**src/rtl/tcb_lite_gpio_irq.sv**
```systemverilog
// TCB-lite GPIO with synchronized inputs, sticky rise/fall capture and a masked level irq.
// Read data and error are registered one cycle after the transfer; tcb_rdy is always 1.
module tcb_lite_gpio_irq #(
   parameter int unsigned GPIO_DAT = 32,
   parameter int unsigned CDC_LEN  = 2
)(
   input  logic                clk,
   input  logic                rst,
   input  logic                tcb_vld,
   output logic                tcb_rdy,
   input  logic                tcb_wen,
   input  logic [4:0]          tcb_adr,
   input  logic [3:0]          tcb_ben,
   input  logic [31:0]         tcb_wdt,
   output logic [31:0]         tcb_rdt,
   output logic                tcb_err,
   output logic [GPIO_DAT-1:0] gpio_o,
   output logic [GPIO_DAT-1:0] gpio_e,
   input  logic [GPIO_DAT-1:0] gpio_i,
   output logic                irq
);

   localparam int unsigned ARM_CNT = CDC_LEN + 1;
   localparam int unsigned ARM_W   = $clog2(ARM_CNT + 1);

   typedef enum logic [2:0] {
      ADR_OUT  = 3'd0,
      ADR_ENA  = 3'd1,
      ADR_IN   = 3'd2,
      ADR_RISE = 3'd3,
      ADR_FALL = 3'd4,
      ADR_MSKR = 3'd5,
      ADR_MSKF = 3'd6,
      ADR_NONE = 3'd7
   } adr_e;

   logic                trn;
   logic                wr;
   logic                rd;
   adr_e                adr;
   logic [31:0]         lane32;
   logic [GPIO_DAT-1:0] lane;
   logic [GPIO_DAT-1:0] wdt;
   logic [31:0]         rdata;

   logic [GPIO_DAT-1:0] out_q;
   logic [GPIO_DAT-1:0] ena_q;
   logic [GPIO_DAT-1:0] rise_q;
   logic [GPIO_DAT-1:0] fall_q;
   logic [GPIO_DAT-1:0] mskr_q;
   logic [GPIO_DAT-1:0] mskf_q;

   logic [GPIO_DAT-1:0] sync_q [CDC_LEN];
   logic [GPIO_DAT-1:0] sync;
   logic [GPIO_DAT-1:0] prev_q;
   logic [ARM_W-1:0]    arm_cnt;
   logic                armed;
   logic [GPIO_DAT-1:0] rise_ev;
   logic [GPIO_DAT-1:0] fall_ev;
   logic [GPIO_DAT-1:0] rise_clr;
   logic [GPIO_DAT-1:0] fall_clr;

   logic unused_ok;

   assign tcb_rdy = 1'b1;
   assign trn     = tcb_vld & tcb_rdy;
   assign wr      = trn &  tcb_wen;
   assign rd      = trn & ~tcb_wen;
   assign adr     = adr_e'(tcb_adr[4:2]);
   assign lane32  = {{8{tcb_ben[3]}}, {8{tcb_ben[2]}}, {8{tcb_ben[1]}}, {8{tcb_ben[0]}}};
   assign lane    = lane32[GPIO_DAT-1:0];
   assign wdt     = tcb_wdt[GPIO_DAT-1:0];

   assign unused_ok = ^{tcb_adr[1:0], tcb_wdt, lane32};

   assign gpio_o = out_q;
   assign gpio_e = ena_q;

   always_ff @(posedge clk) begin
      if (rst) begin
         for (int i = 0; i < int'(CDC_LEN); i++) sync_q[i] <= '0;
         prev_q <= '0;
      end else begin
         sync_q[0] <= gpio_i;
         for (int i = 1; i < int'(CDC_LEN); i++) sync_q[i] <= sync_q[i-1];
         prev_q <= sync;
      end
   end

   assign sync = sync_q[CDC_LEN-1];

   // Edges stay masked until both sync and prev hold real pad samples,
   // otherwise a pin high at reset release looks like a rising edge.
   always_ff @(posedge clk) begin
      if (rst)         arm_cnt <= '0;
      else if (!armed) arm_cnt <= arm_cnt + ARM_W'(1);
   end

   assign armed   = (arm_cnt == ARM_W'(ARM_CNT));
   assign rise_ev = armed ? ( sync & ~prev_q) : '0;
   assign fall_ev = armed ? (~sync &  prev_q) : '0;

   assign rise_clr = (wr && adr == ADR_RISE) ? (wdt & lane) : '0;
   assign fall_clr = (wr && adr == ADR_FALL) ? (wdt & lane) : '0;

   always_ff @(posedge clk) begin
      if (rst) begin
         out_q  <= '0;
         ena_q  <= '0;
         mskr_q <= '0;
         mskf_q <= '0;
         rise_q <= '0;
         fall_q <= '0;
      end else begin
         if (wr && adr == ADR_OUT)  out_q  <= (out_q  & ~lane) | (wdt & lane);
         if (wr && adr == ADR_ENA)  ena_q  <= (ena_q  & ~lane) | (wdt & lane);
         if (wr && adr == ADR_MSKR) mskr_q <= (mskr_q & ~lane) | (wdt & lane);
         if (wr && adr == ADR_MSKF) mskf_q <= (mskf_q & ~lane) | (wdt & lane);
         // Event OR-ed after the clear so a coinciding event survives.
         rise_q <= (rise_q & ~rise_clr) | rise_ev;
         fall_q <= (fall_q & ~fall_clr) | fall_ev;
      end
   end

   always_ff @(posedge clk) begin
      if (rst) irq <= 1'b0;
      else     irq <= |((rise_q & mskr_q) | (fall_q & mskf_q));
   end

   always_comb begin
      rdata = '0;
      case (adr)
         ADR_OUT:  rdata = 32'(out_q);
         ADR_ENA:  rdata = 32'(ena_q);
         ADR_IN:   rdata = 32'(sync);
         ADR_RISE: rdata = 32'(rise_q);
         ADR_FALL: rdata = 32'(fall_q);
         ADR_MSKR: rdata = 32'(mskr_q);
         ADR_MSKF: rdata = 32'(mskf_q);
         default:  rdata = '0;
      endcase
   end

   always_ff @(posedge clk) begin
      if (rst) begin
         tcb_rdt <= '0;
         tcb_err <= 1'b0;
      end else begin
         tcb_err <= trn && (adr == ADR_NONE);
         if (rd) tcb_rdt <= rdata;
      end
   end

endmodule

```
**config.mk**
```make
export PLATFORM = sky130hd
export DESIGN_NAME = tcb_lite_gpio_irq
export DESIGN_NICKNAME = d
export VERILOG_FILES = /design/src/rtl/tcb_lite_gpio_irq.sv
export SDC_FILE = /design/constraint.sdc
export NUM_CORES = 1
export LEC_CHECK = 0
export BUFFER_PORTS_ARGS = -buffer_cell sky130_fd_sc_hd__buf_2
export CAP_MARGIN = 15
export CORE_MARGIN = 2
export CORE_UTILIZATION = 39
export DETAILED_ROUTE_END_ITERATION = 8
export GPL_ROUTABILITY_DRIVEN = 0
export PLACE_DENSITY = 0.63
export SYNTH_ARGS = -nofsm -noshare
export SYNTH_HDL_FRONTEND = slang
export SYNTH_SLANG_ARGS = --single-unit
```
**constraint.sdc**
```tcl
create_clock -name clk -period 3.2 [get_ports clk]
set_input_delay 0.16 -clock clk [delete_from_list [all_inputs] [get_ports clk]]
set_output_delay 0.16 -clock clk [all_outputs]
set_load 0.01 [all_outputs]
```
# Word level (Yosys, flattened, before mapping)
# Memory sizes are Yosys's and may differ from the RTL's.
# Index checks and enable logic that the tools add are counted.
# totals
latchBits,0
ram_bits,64
out_inout_bits,99
rom_bits,0
word_cells,68
n_memories,1
register_bits,260
# classes
mux,10
n_bitwise,28
shift,0
addsub,1
n_mul,0
n_lt_le_gt_ge,0
n_eq_ne,8
n_div,0
n_reduce_logical,9
# memory_table
name,depth,word_bits,read_ports,rd_ports_with_merged_regs,wr,line_no,source
sync_q,2,32,2,0,2,53,logic [GPIO_DAT-1:0] sync_q [CDC_LEN];
# ops
cell,n
32-bit bitwise AND,11
32-bit OR,7
32-bit case mux with 7 select lines,1
32-bit 2-to-1 mux,6
32-bit inverter,5
32-bit OR reduction,1
3-bit == test (second input constant),4
1-bit logical AND,7
3-bit by 2-bit == test with 1-bit output (second input constant),2
3-bit by 1-bit == test with 1-bit output (second input constant),1
3-bit logical NOT,1
1-bit 2-to-1 mux,3
2-bit by 1-bit adder with 2-bit output (second input constant),1
1-bit bitwise AND,2
2-bit == test (second input constant),1
1-bit OR,2
1-bit inverter,1

# Longest topological paths before layout
# Gate-level depths: netlist of the first run.
# depth
word_depth,6
mapped_depth,7
mapped_depth_nobuf,5

# Worst setup path after synthesis of the first run
# No wires, ideal clock.
# synth_path
kind,flip-flop to flip-flop
from,register arm_cnt[0]
to,register fall_q[22]
stages_incl_launch_ff,6
path_slack_ps,1817
synth_period_minus_slack_ps,1383
arrival_ps,1313
cell_sequence,dfxtp_1 ha_1 clkbuf_1 clkbuf_1 nand3b_1 a21oi_1
# synth_between
elab_chain_len,3
# synth_lines
item,line_no,source
from (decl),56,logic [ARM_W-1:0] arm_cnt;
from (signal assigned),96,else if (!armed) arm_cnt <= arm_cnt + ARM_W'(1);
2-bit == test,99,assign armed = (arm_cnt == ARM_W'(ARM_CNT));
32-bit 2-to-1 mux,101,assign fall_ev = armed ? (~sync & prev_q) : '0;
32-bit OR,121,fall_q <= (fall_q & ~fall_clr) | fall_ev;
to (signal assigned),121,
to (decl),49,logic [GPIO_DAT-1:0] fall_q;
# No other way between the ends.
# A chain may end at the register's enable or synchronous reset.

# Worst setup path after layout of the first run
# layout_path
from,input port tcb_adr[4]
to,register tcb_rdt[11]
# layout_between
elab_chain_len,2
# layout_lines
item,line_no,source
from (decl),12,"input logic [4:0] tcb_adr,"
3-bit == test (tied with other cells),132,case (adr)
32-bit case mux with 7 select lines *,132,
to (signal assigned),150,if (rd) tcb_rdt <= rdata;
to (decl),15,"output logic [31:0] tcb_rdt,"
# Mark *: on every way between the ends. The rest lies on a longest branch, timed or not.

==> results of run 1 <==
logic make-up after synthesis:
| logic type | count (synthesis) |
|---|---|
| flops | 324 |
| xor+xnor | 1 |
| simple gates | 442 |
| buf+inv | 118 |
| fa+ha+maj | 1 |
| mux | 130 |
| compound gates | 347 |
| other cells | 1 |
worst max-delay path, stage by stage:
cell     delay [ns]
buf_2          0.45
buf_4          0.27
and3b_1        0.37
buf_4          0.27
a22oi_1        0.19
nand2_1        0.08
o21ai_0        0.54
nand2_1        0.10
worst max path at each step:
| stage | start | to | slack [ns] | cells past startpoint |
|---|---|---|---|---|
| floorplan | arm_cnt[0] | fall_q[22] | 1.82 | 5 |
| global placement | tcb_adr[4] | register | 0.76 | 7 |
| detailed placement | tcb_adr[4] | register | 0.74 | 7 |
| CTS | tcb_adr[4] | register | 1.26 | 7 |
| global route | tcb_adr[4] | register | 1.13 | 7 |
| finish | tcb_adr[4] | tcb_rdt[11] | 1.14 | 8 |
cells in the mapped netlist, drive strengths merged:
master,n,area [um2]
dfxtp,324,6490
nor2,159,692
a21oi,119,596
mux2i,119,1190
nor2b,97,607
o21ai,95,475
a22o,90,788
nand3b,65,500
clkbuf,62,233
nand2,61,241
nand3,38,190
inv,33,124
a22oi,32,240
buf,23,119
mux2,10,113
a221oi,9,78.8
nand4,9,56.3
nor3b,4,40.0
and3b,3,26.3
nor3,3,15.0
and2b,1,7.51
and3,1,6.26
conb,1,3.75
ha,1,12.5
mux4,1,22.5
nand2b,1,6.26
o211ai,1,7.51
o221ai,1,8.76
xor2,1,8.76
metrics by stage:
step                      power, uW  worst slack, ns  hold WS [ns]
after floorplan                4520             1.82         0.288
after global placement         4740            0.757         0.374
after detailed placement       4750            0.744         0.372
after CTS                      8890             1.26        0.0302
after global routing           9150             1.13        0.0512
final                          8850             1.14        0.0477
cell type report:
class | instances | area, um2
multi-input combinational | 922 | 5960
sequential | 324 | 6490
clock buffer | 47 | 1000
tap | 442 | 553
clock inverter | 10 | 155
inverter | 33 | 124
fill | 3123 | 16500
timing repair buffer | 263 | 1740
power groups by stage:
stage,clock (uW),sequential [uW],combinational (uW)
CTS,4170,4170,550
global placement,0,4260,481
global route,4370,4170,598
floorplan,0,4240,284
finish,4120,4170,558
detailed placement,0,4260,489
cells in the final DEF, fill, tap and decap left out, drive strengths merged:
cell type      n
a21oi        119
a221oi         9
a22o          90
a22oi         32
and2b          1
and3           1
and3b          3
buf          198
bufinv         4
clkbuf        48
clkinv         4
clkinvlp       2
conb           1
dfxtp        324
dlygate4sd3   64
ha             1
inv           33
mux2          10
mux2i        119
mux4           1
nand2         61
nand2b         1
nand3         38
nand3b        65
nand4          9
nor2         159
nor2b         97
nor3           3
nor3b          4
o211ai         1
o21ai         95
o221ai         1
xor2           1
routing by layer:
metal | vias up | routed length [um]
met5 | - | 0
met4 | 0 | 1190
met3 | 78 | 3940
met2 | 523 | 18200
met1 | 5307 | 18200
li1 | 5228 | -
==> results.sh, run 1 <==
export IMPL_drv_slew=0
export IMPL_met2_usage_pct=36.6
export IMPL_seq_area_frac_synth_pct=50.3
export IMPL_fmax_mhz=484
export IMPL_cts_buffer_depth=3
export IMPL_final_core_util_pct=49.2
export IMPL_worstHoldStart="rst"
export IMPL_slew_headroom_pct=22.3
export IMPL_period_share_pct=64.5
export IMPL_ys_seq_elements=324
export IMPL_clockRootBuffer="clkbuf_16"
export IMPL_final_layout_size_suffix_gt1_share_pct=17.6
export IMPL_nets=1657
export IMPL_setup_viol=0
export IMPL_cts_hold_buf=64
export IMPL_instances_no_fill=2041
export IMPL_post_drt_via_cell_ratio=5.46
export IMPL_hold_path_cell_count=3
export IMPL_max_cap_violations=0
export IMPL_placed_area_um2=14200
export IMPL_post_cts_resize_count=0
export IMPL_ir_worst_vdd_mv=0.300
export IMPL_syn_to_final_growth_pct=24.2
export IMPL_dp_hpwl_um=28800
export IMPL_rows=66
export IMPL_tritoncts="built"
export IMPL_place_inst=1919
export IMPL_min_to="tcb_err"
export IMPL_period_minus_slack_ns=2.06
export IMPL_drc=0
export IMPL_syn_nets=1442
export IMPL_hp_class="in -> reg"
export IMPL_globalRoute_totalOverflow=0
export IMPL_synth_area_um2=12900
export IMPL_core_um2=32500
export IMPL_numPortBuffers=172
export IMPL_num_vias=11100
export IMPL_hold_viol_final=0
export IMPL_track_usage_pct=23.7
export IMPL_grt_pass1_vias=10500
export IMPL_p_int_uw=6840
export IMPL_status="complete, no violations"
export IMPL_crit_reg2reg_launch="fall_q[29]"
export IMPL_combPwrFrac_pct=6.3
export IMPL_synth_mux_area_share_pct=10.3
export IMPL_tns_ns=0
export IMPL_pin_count=176
export IMPL_top_usage_layer="met2"
export IMPL_grt_start_max_net_pins=217
export IMPL_cts_num_sinks=324
export IMPL_tightest_slew_ns=1.17
export IMPL_synth_cell_types=37
export IMPL_diodes=0
export IMPL_cts_setup_buffers=0
export IMPL_wire_per_inst_um=20.3
export IMPL_dieArea_um2=34500
export IMPL_synth_compound_area_share_pct=17.0
export IMPL_synthCells=1364
export IMPL_postLayoutCellArea_um2=16000
export IMPL_synthAdderAreaFrac_pct=0.0970
export IMPL_rsz0062_at_grt="false"
export IMPL_p_leak_uw=0.00654
export IMPL_firstDrtPassIters=5
export IMPL_grt_use_met1_pct=32.6
export IMPL_grt_use_met3_pct=5.79
export IMPL_synth_top_family_by_area="simple AND/OR/NAND/NOR gates"
export IMPL_reg2reg_to="irq"
export IMPL_initial_utilization_pct=39.6
export IMPL_ant_nets=0
export IMPL_antenna_found_initial=0
export IMPL_clock_latency_ns=0.52
export IMPL_die_h_um=186
export IMPL_htree_num_levels=2
export IMPL_cp_arrival_ns=2.44
export IMPL_synth_xor_area_share_pct=0.0679
export IMPL_critPathMaxFanout=22
export IMPL_swShare_pct=22.7
export IMPL_fin_skew_ns=0.0207
export IMPL_seqPwrFrac_pct=47.1
export IMPL_start_kind="input port"
export IMPL_first_iter_violations=1005
export IMPL_path_class="in -> reg"
export IMPL_critPathRequiredTime_ns=3.58
export IMPL_p_per_area_nw_per_um2=552
export IMPL_power_switching_uw=2010
export IMPL_yosys_area_share_simple_pct=18.5
export IMPL_worstRegToRegCells=5
export IMPL_end_kind="register"
export IMPL_avgSynthCellArea_um2=9.45
export IMPL_ys_warn_count=0
export IMPL_path_clk_slew_ns=0.06
export IMPL_totalWireLength_um=41500
export IMPL_r2r_slack_ns=1.42
export IMPL_clkPwrFrac_pct=46.6
export IMPL_cts_buffers=35
export IMPL_die_w_um=186
export IMPL_grt_pass1_wl_um=62100
Power figures use the tool's default switching activity.
==> inputs of run 2 (changes only) <==
Settings changed: ABC_AREA from default to 1, PLACE_DENSITY 0.63 to 0.62.
Clock period 3.2 ns to 1.9 ns, I/O delays scaled along.
==> run 2 against run 1 <==
Worst hold slack better by 0.020 ns. Critical path depth is 1 higher. Die area rose by 8.1%. Register-to-register slack lost 0.93 ns. Combinational power up 110%. Total power rose by 70%. Cell count rose by 31%. Critical path type unchanged. Largest cell class unchanged.
==> results.sh, run 2 <==
export IMPL_power_uw=15000
export IMPL_drc=0
export IMPL_post_drt_via_cell_ratio=5.17
export IMPL_critPathRequiredTime_ns=2.31
export IMPL_initial_utilization_pct=39.4
export IMPL_dp_hpwl_um=28200
export IMPL_mostFrequentLayoutCell="nand2_1"
export IMPL_grt_start_max_net_pins=65
export IMPL_path_clk_slew_ns=0.06
export IMPL_synthAdderAreaFrac_pct=0.0896
export IMPL_synth_top_area_share_pct=46.5
export IMPL_numPortBuffers=172
export IMPL_totalWireLength_um=43500
export IMPL_hp_class="in -> reg"
export IMPL_cts_buffer_depth=3
export IMPL_synthArstFlopShare_pct=0
export IMPL_slew_headroom_pct=61.3
export IMPL_nFillCells=3572
export IMPL_diodes=0
export IMPL_p_per_area_nw_per_um2=877
export IMPL_start_kind="input port"
export IMPL_synth_mux_area_share_pct=0
export IMPL_rsz0062_at_grt="false"
export IMPL_route_top_layer_used="met5"
export IMPL_yosys_area_share_simple_pct=33.6
export IMPL_p_leak_uw=0.00739
export IMPL_grt_pass1_wl_um=68700
export IMPL_antenna_found_initial=1
export IMPL_fmax_mhz=561
export IMPL_drv_slew=0
export IMPL_clockRootBuffer="clkbuf_16"
export IMPL_pin_count=176
export IMPL_setup_viol=0
export IMPL_avgSynthCellArea_um2=7.05
export IMPL_num_vias=13800
export IMPL_dieArea_um2=37300
export IMPL_cts_num_sinks=324
export IMPL_placed_area_um2=15300
export IMPL_period_minus_slack_ns=1.78
export IMPL_first_iter_violations=1219
export IMPL_ys_seq_elements=324
export IMPL_htree_num_levels=2
export IMPL_tns_ns=0
export IMPL_critPathMaxFanout=11
export IMPL_nets=2267
export IMPL_max_cap_violations=0
export IMPL_instances_no_fill=2676
export IMPL_yosysTopAreaCell="dfxtp_1"
export IMPL_cts_buffers=37
export IMPL_seq_area_frac_synth_pct=46.5
export IMPL_ys_warn_count=0
export IMPL_synth_area_um2=14000
export IMPL_synth_common_cells="557 x nand2_1, 324 x dfxtp_1, 280 x nor2_1"
export IMPL_track_usage_pct=23.2
export IMPL_final_layout_size_suffix_gt1_share_pct=15.3
export IMPL_path_class="in -> reg"
export IMPL_rows=69
export IMPL_synthCells=1979
export IMPL_synth_xor_area_share_pct=0.0627
export IMPL_wire_per_inst_um=16.3
export IMPL_die_h_um=193
export IMPL_synth_cell_types=28
export IMPL_firstDrtPassIters=6
export IMPL_ant_nets=0
export IMPL_postLayoutCellArea_um2=17200
export IMPL_status="complete, no violations"
export IMPL_cp_arrival_ns=2.19
export IMPL_clock_latency_ns=0.53
export IMPL_final_cell_mix="557 x nand2_1, 324 x dfxtp_1, 279 x nor2_1"
export IMPL_grt_pass1_vias=12900
export IMPL_synth_compound_area_share_pct=11.5
export IMPL_tritoncts="built"
export IMPL_hold_viol_final=0
export IMPL_m1WireLength_um=19400
export IMPL_tightest_slew_ns=0.581
export IMPL_period_share_pct=93.8
export IMPL_synth_edf_count=0
export IMPL_syn_nets=2057
export IMPL_ir_worst_vdd_mv=0.650
export IMPL_ys_flop_type="dfxtp_1"
export IMPL_die_w_um=193
export IMPL_place_inst=2541
export IMPL_dr_wl_met3_um=3450
export IMPL_synth_area_leaders="dfxtp_1 46%, nand2_1 15%, nor2_1 7.5%"
export IMPL_synthMostInstantiatedCell="nand2_1"
export IMPL_globalRoute_totalOverflow=0
export IMPL_multi_input_area_um2=6330
export IMPL_synth_top_family_by_area="simple AND/OR/NAND/NOR gates"
export IMPL_syn_to_final_growth_pct=22.9
export IMPL_wl_met2_um=19400
export IMPL_core_um2=35400
export IMPL_ff_latch_area_um2=6490
export IMPL_end_kind="register"
export IMPL_fin_skew_ns=0.0220
[run 2: cell count changes after synthesis, moves of 54 or more]
cell	before	now
nor2b_1	97	0
nand3_1	38	98
nand4_1	9	129
o21ai_0	84	30
a21oi_1	119	193
nand2_1	56	557
a22o_1	90	0
nand3b_1	64	0
inv_1	33	135
mux2i_1	119	0
nor2_1	151	280
[run 2: cells by family after synthesis]
| family | Yosys count |
|---|---|
| and+or+nand+nor | 1088 |
| DFF | 324 |
| AOI/OAI and AO/OA | 289 |
| buffers and inverters | 275 |
| xor gates and xnor gates | 1 |
| adders and majority gates | 1 |
| other | 1 |
[run 2: cell type report]
class                      count  share of cell area (%)
tap                          461                    3.36
multi-input combinational   1380                    36.9
clock buffer                  52                    6.14
timing repair buffer         295                    11.9
inverter                     151                    3.31
sequential                   324                    37.8
clock inverter                13                   0.598
[run 2: layer usage]
layer,up-vias,track usage [%]
met2,506,36.6
met3,83,4.81
met1,6383,31.6
met5,-,0
li1,6848,-
met4,2,7.75
[run 2: final timing paths]
kind	slack [ns]	cells past startpoint	from	to
max	0.12	9	tcb_ben[1]	register
min	0.07	4	tcb_vld	tcb_err
max reg2reg	0.49	8	register	irq
min reg2reg	0.40	2	sync_q[0][5]	sync_q[0][37]
[run 2: critical path, stage by stage]
cell and delay (ns):
dlygate4sd3_1 0.53, buf_4 0.22, inv_1 0.15, nor2_2 0.15, buf_4 0.21, inv_2 0.13, nand2_1 0.08, a21oi_1 0.05
dlygate4sd3_1 0.57
[run 2: power breakdown]
part           total, uW  internal [uW]  switching [uW]
registers           7020           6940            76.5
logic               1170            369             803
clock network       6860           4000            2860
total              15000          11300            3740
[run 2: timing repair]
item | 4_1_cts | 5_1_grt
hold buffers | 70 | 0
hold endpoints to repair | 196 | 0
setup endpoints to repair | 0 | 1
gates resized for setup | 0 | 2
setup buffers | 0 | 0
[run 2: metrics by stage]
stage	utilization (%)	hold WS (ns)	setup slack, ns
6_report	48.5	0.0682	0.117
2_1_floorplan	-	0.202	0.654
4_1_cts	48.4	0.0489	0.0185
5_1_grt	48.5	0.0665	0.0196
3_5_place_dp	43.2	0.300	0.107
3_3_place_gp	43.2	0.294	0.156
==> inputs of run 3 (changes only) <==
Settings changed: CELL_PAD_IN_SITES_DETAIL_PLACEMENT from default to 1, CELL_PAD_IN_SITES_GLOBAL_PLACEMENT from default to 1, PLACE_DENSITY 0.62 to 0.8.
==> run 3 against run 2 <==
Core utilization increased by 0.067 points. Critical path depth stayed put. Combinational power up 3%. Total power grew 2.2%. Clock power increased by 4.2%. Clock-buffer cell count shrank 3. Worst hold slack gained 0.0072 ns. Via count up 3.4%. Sequential cell count unchanged. Die area is the same. Fmax up 3.5%. Critical path type unchanged. Largest power group is now clock.
==> results.sh, run 3 (synthesized netlist as in run 2, its figures left out) <==
export IMPL_status="complete, no violations"
export IMPL_max_cap_violations=0
export IMPL_clock_latency_ns=0.52
export IMPL_post_cts_resize_count=0
export IMPL_rows=69
export IMPL_fmax_mhz=581
export IMPL_wire_per_inst_um=18.6
export IMPL_slew_headroom_pct=62.2
export IMPL_end_kind="register"
export IMPL_seqPwrFrac_pct=45.7
export IMPL_hold_viol_final=0
export IMPL_ant_nets=0
export IMPL_cts_setup_buffers=0
export IMPL_path_buf_inv=4
export IMPL_tightest_slew_ns=0.567
export IMPL_die_w_um=193
export IMPL_post_drt_via_cell_ratio=5.35
export IMPL_pin_count=176
export IMPL_cts_hold_buf=75
export IMPL_start_kind="input port"
export IMPL_drc=0
export IMPL_dp_hpwl_um=31600
export IMPL_slowest_delay_ns=0.58
export IMPL_htree_num_levels=2
export IMPL_grt_start_max_net_pins=70
export IMPL_path_clk_slew_ns=0.06
export IMPL_worstPathCellList="buf_2 > nand2_1 > inv_2 > nand3_2 > nor2_2 > inv_2 > nand2_1 > a21oi_1 > dlygate4sd3_1"
export IMPL_num_vias=14300
export IMPL_tritoncts="built"
export IMPL_critPathRequiredTime_ns=2.30
export IMPL_combPwrFrac_pct=7.8
export IMPL_antenna_found_initial=3
export IMPL_grt_pass1_vias=14700
export IMPL_final_cell_mix="557 x nand2_1, 324 x dfxtp_1, 279 x nor2_1"
export IMPL_setup_viol=0
export IMPL_tns_ns=0
export IMPL_clkPwrFrac_pct=46.5
export IMPL_rsz0062_at_grt="false"
export IMPL_cp_arrival_ns=2.12
export IMPL_period_share_pct=90.6
export IMPL_slowest_stage="dlygate4sd3_1"
export IMPL_postLayoutCellArea_um2=17200
export IMPL_critPathMaxFanout=8
export IMPL_grt_pass1_wl_um=78500
export IMPL_initial_utilization_pct=39.4
export IMPL_cts_num_sinks=324
export IMPL_syn_to_final_growth_pct=23.0
export IMPL_cts_buffer_depth=3
export IMPL_placed_area_um2=15200
export IMPL_mostFrequentLayoutCell="nand2_1"
export IMPL_track_usage_pct=26.6
export IMPL_fin_skew_ns=0.0133
export IMPL_path_delay_family="buffers and inverters"
export IMPL_final_layout_size_suffix_gt1_share_pct=14.9
export IMPL_p_per_area_nw_per_um2=896
export IMPL_drv_slew=0
export IMPL_globalRoute_totalOverflow=0
export IMPL_hp_class="in -> reg"
export IMPL_power_uw=15400
export IMPL_path_class="in -> reg"
export IMPL_first_iter_violations=904
export IMPL_nets=2264
export IMPL_dieArea_um2=37300
export IMPL_numPortBuffers=172
export IMPL_period_minus_slack_ns=1.72
export IMPL_clockRootBuffer="clkbuf_16"
export IMPL_firstDrtPassIters=5
export IMPL_power_switching_uw=3750
export IMPL_p_leak_uw=0.00740
export IMPL_core_um2=35400
export IMPL_ir_worst_vdd_mv=0.579
export IMPL_cts_buffers=37
export IMPL_die_h_um=193
export IMPL_swShare_pct=24.4
export IMPL_totalWireLength_um=49800
export IMPL_p_int_uw=11600
-- run 3: changes by cell type in the layout (fill, tap and decap cells not counted), sizes merged, moves of 2 or more --
cell         delta
buf             -8
bufinv          +3
clkbuf          -3
diode           +4
dlygate4sd3     +5
inv             -2
-- run 3: worst paths after layout --
path                                   start             to  slack (ns)  cells after the start
worst min-delay path              tcb_ben[1]       register        0.08                      4
worst max-delay path                 tcb_vld       register        0.18                      9
worst max register to register    arm_cnt[0]     fall_q[16]        0.49                      4
worst min register to register  sync_q[0][3]  sync_q[0][35]        0.40                      2
-- run 3: per-layer routing --
metal / GRT usage, % / share of wire, % / vias to the layer above / routed length (um)
met5: 0 / 0 / - / 0
met4: 9.53 / 3.0 / 0 / 1480
met3: 4.31 / 5.0 / 100 / 2500
met2: 45.7 / 48 / 416 / 24000
met1: 33.8 / 44 / 6923 / 21800
li1: - / - / 6854 / -
-- run 3: cell type report --
class                           instances  area, um2
Tap cell                              461        577
Multi-Input combinational cell       1380       6330
Sequential cell                       324       6490
Clock inverter                         12        163
Inverter                              151        568
Clock buffer                           49       1030
Timing Repair Buffer                  292       2010
Antenna cell                            4       10.0
Fill cell                            4504      18200
-- run 3: per-stage QoR --
| step | util (%) | setup slack [ns] | std cells | hold slack, ns |
|---|---|---|---|---|
| finish | 48.5 | 0.178 | 2673 | 0.0753 |
| global route | 48.5 | 0.0924 | 2672 | 0.107 |
| floorplan | - | 0.654 | 1979 | 0.202 |
| detailed placement | 43.0 | 0.218 | 2533 | 0.305 |
| global placement | 43.0 | 0.236 | 2533 | 0.297 |
| CTS | 48.5 | 0.255 | 2669 | 0.0575 |
-- run 3: worst min-delay path, delay by kind of cell --
family / cells / cell delay (ns)
AND/OR/NAND/NOR: 1 / 0.09
AO/OA/AOI/OAI: 1 / 0.06
buffers and inverters: 2 / 0.30
-- run 3: power groups by stage --
| stage | clock, uW | combinational (uW) | sequential [uW] |
|---|---|---|---|
| 2_1_floorplan | 0 | 625 | 7150 |
| 3_3_place_gp | 0 | 1040 | 7160 |
| 3_5_place_dp | 0 | 1070 | 7170 |
| 4_1_cts | 7270 | 1200 | 7020 |
| 5_1_grt | 7580 | 1310 | 7040 |
| 6_report | 7150 | 1210 | 7030 |
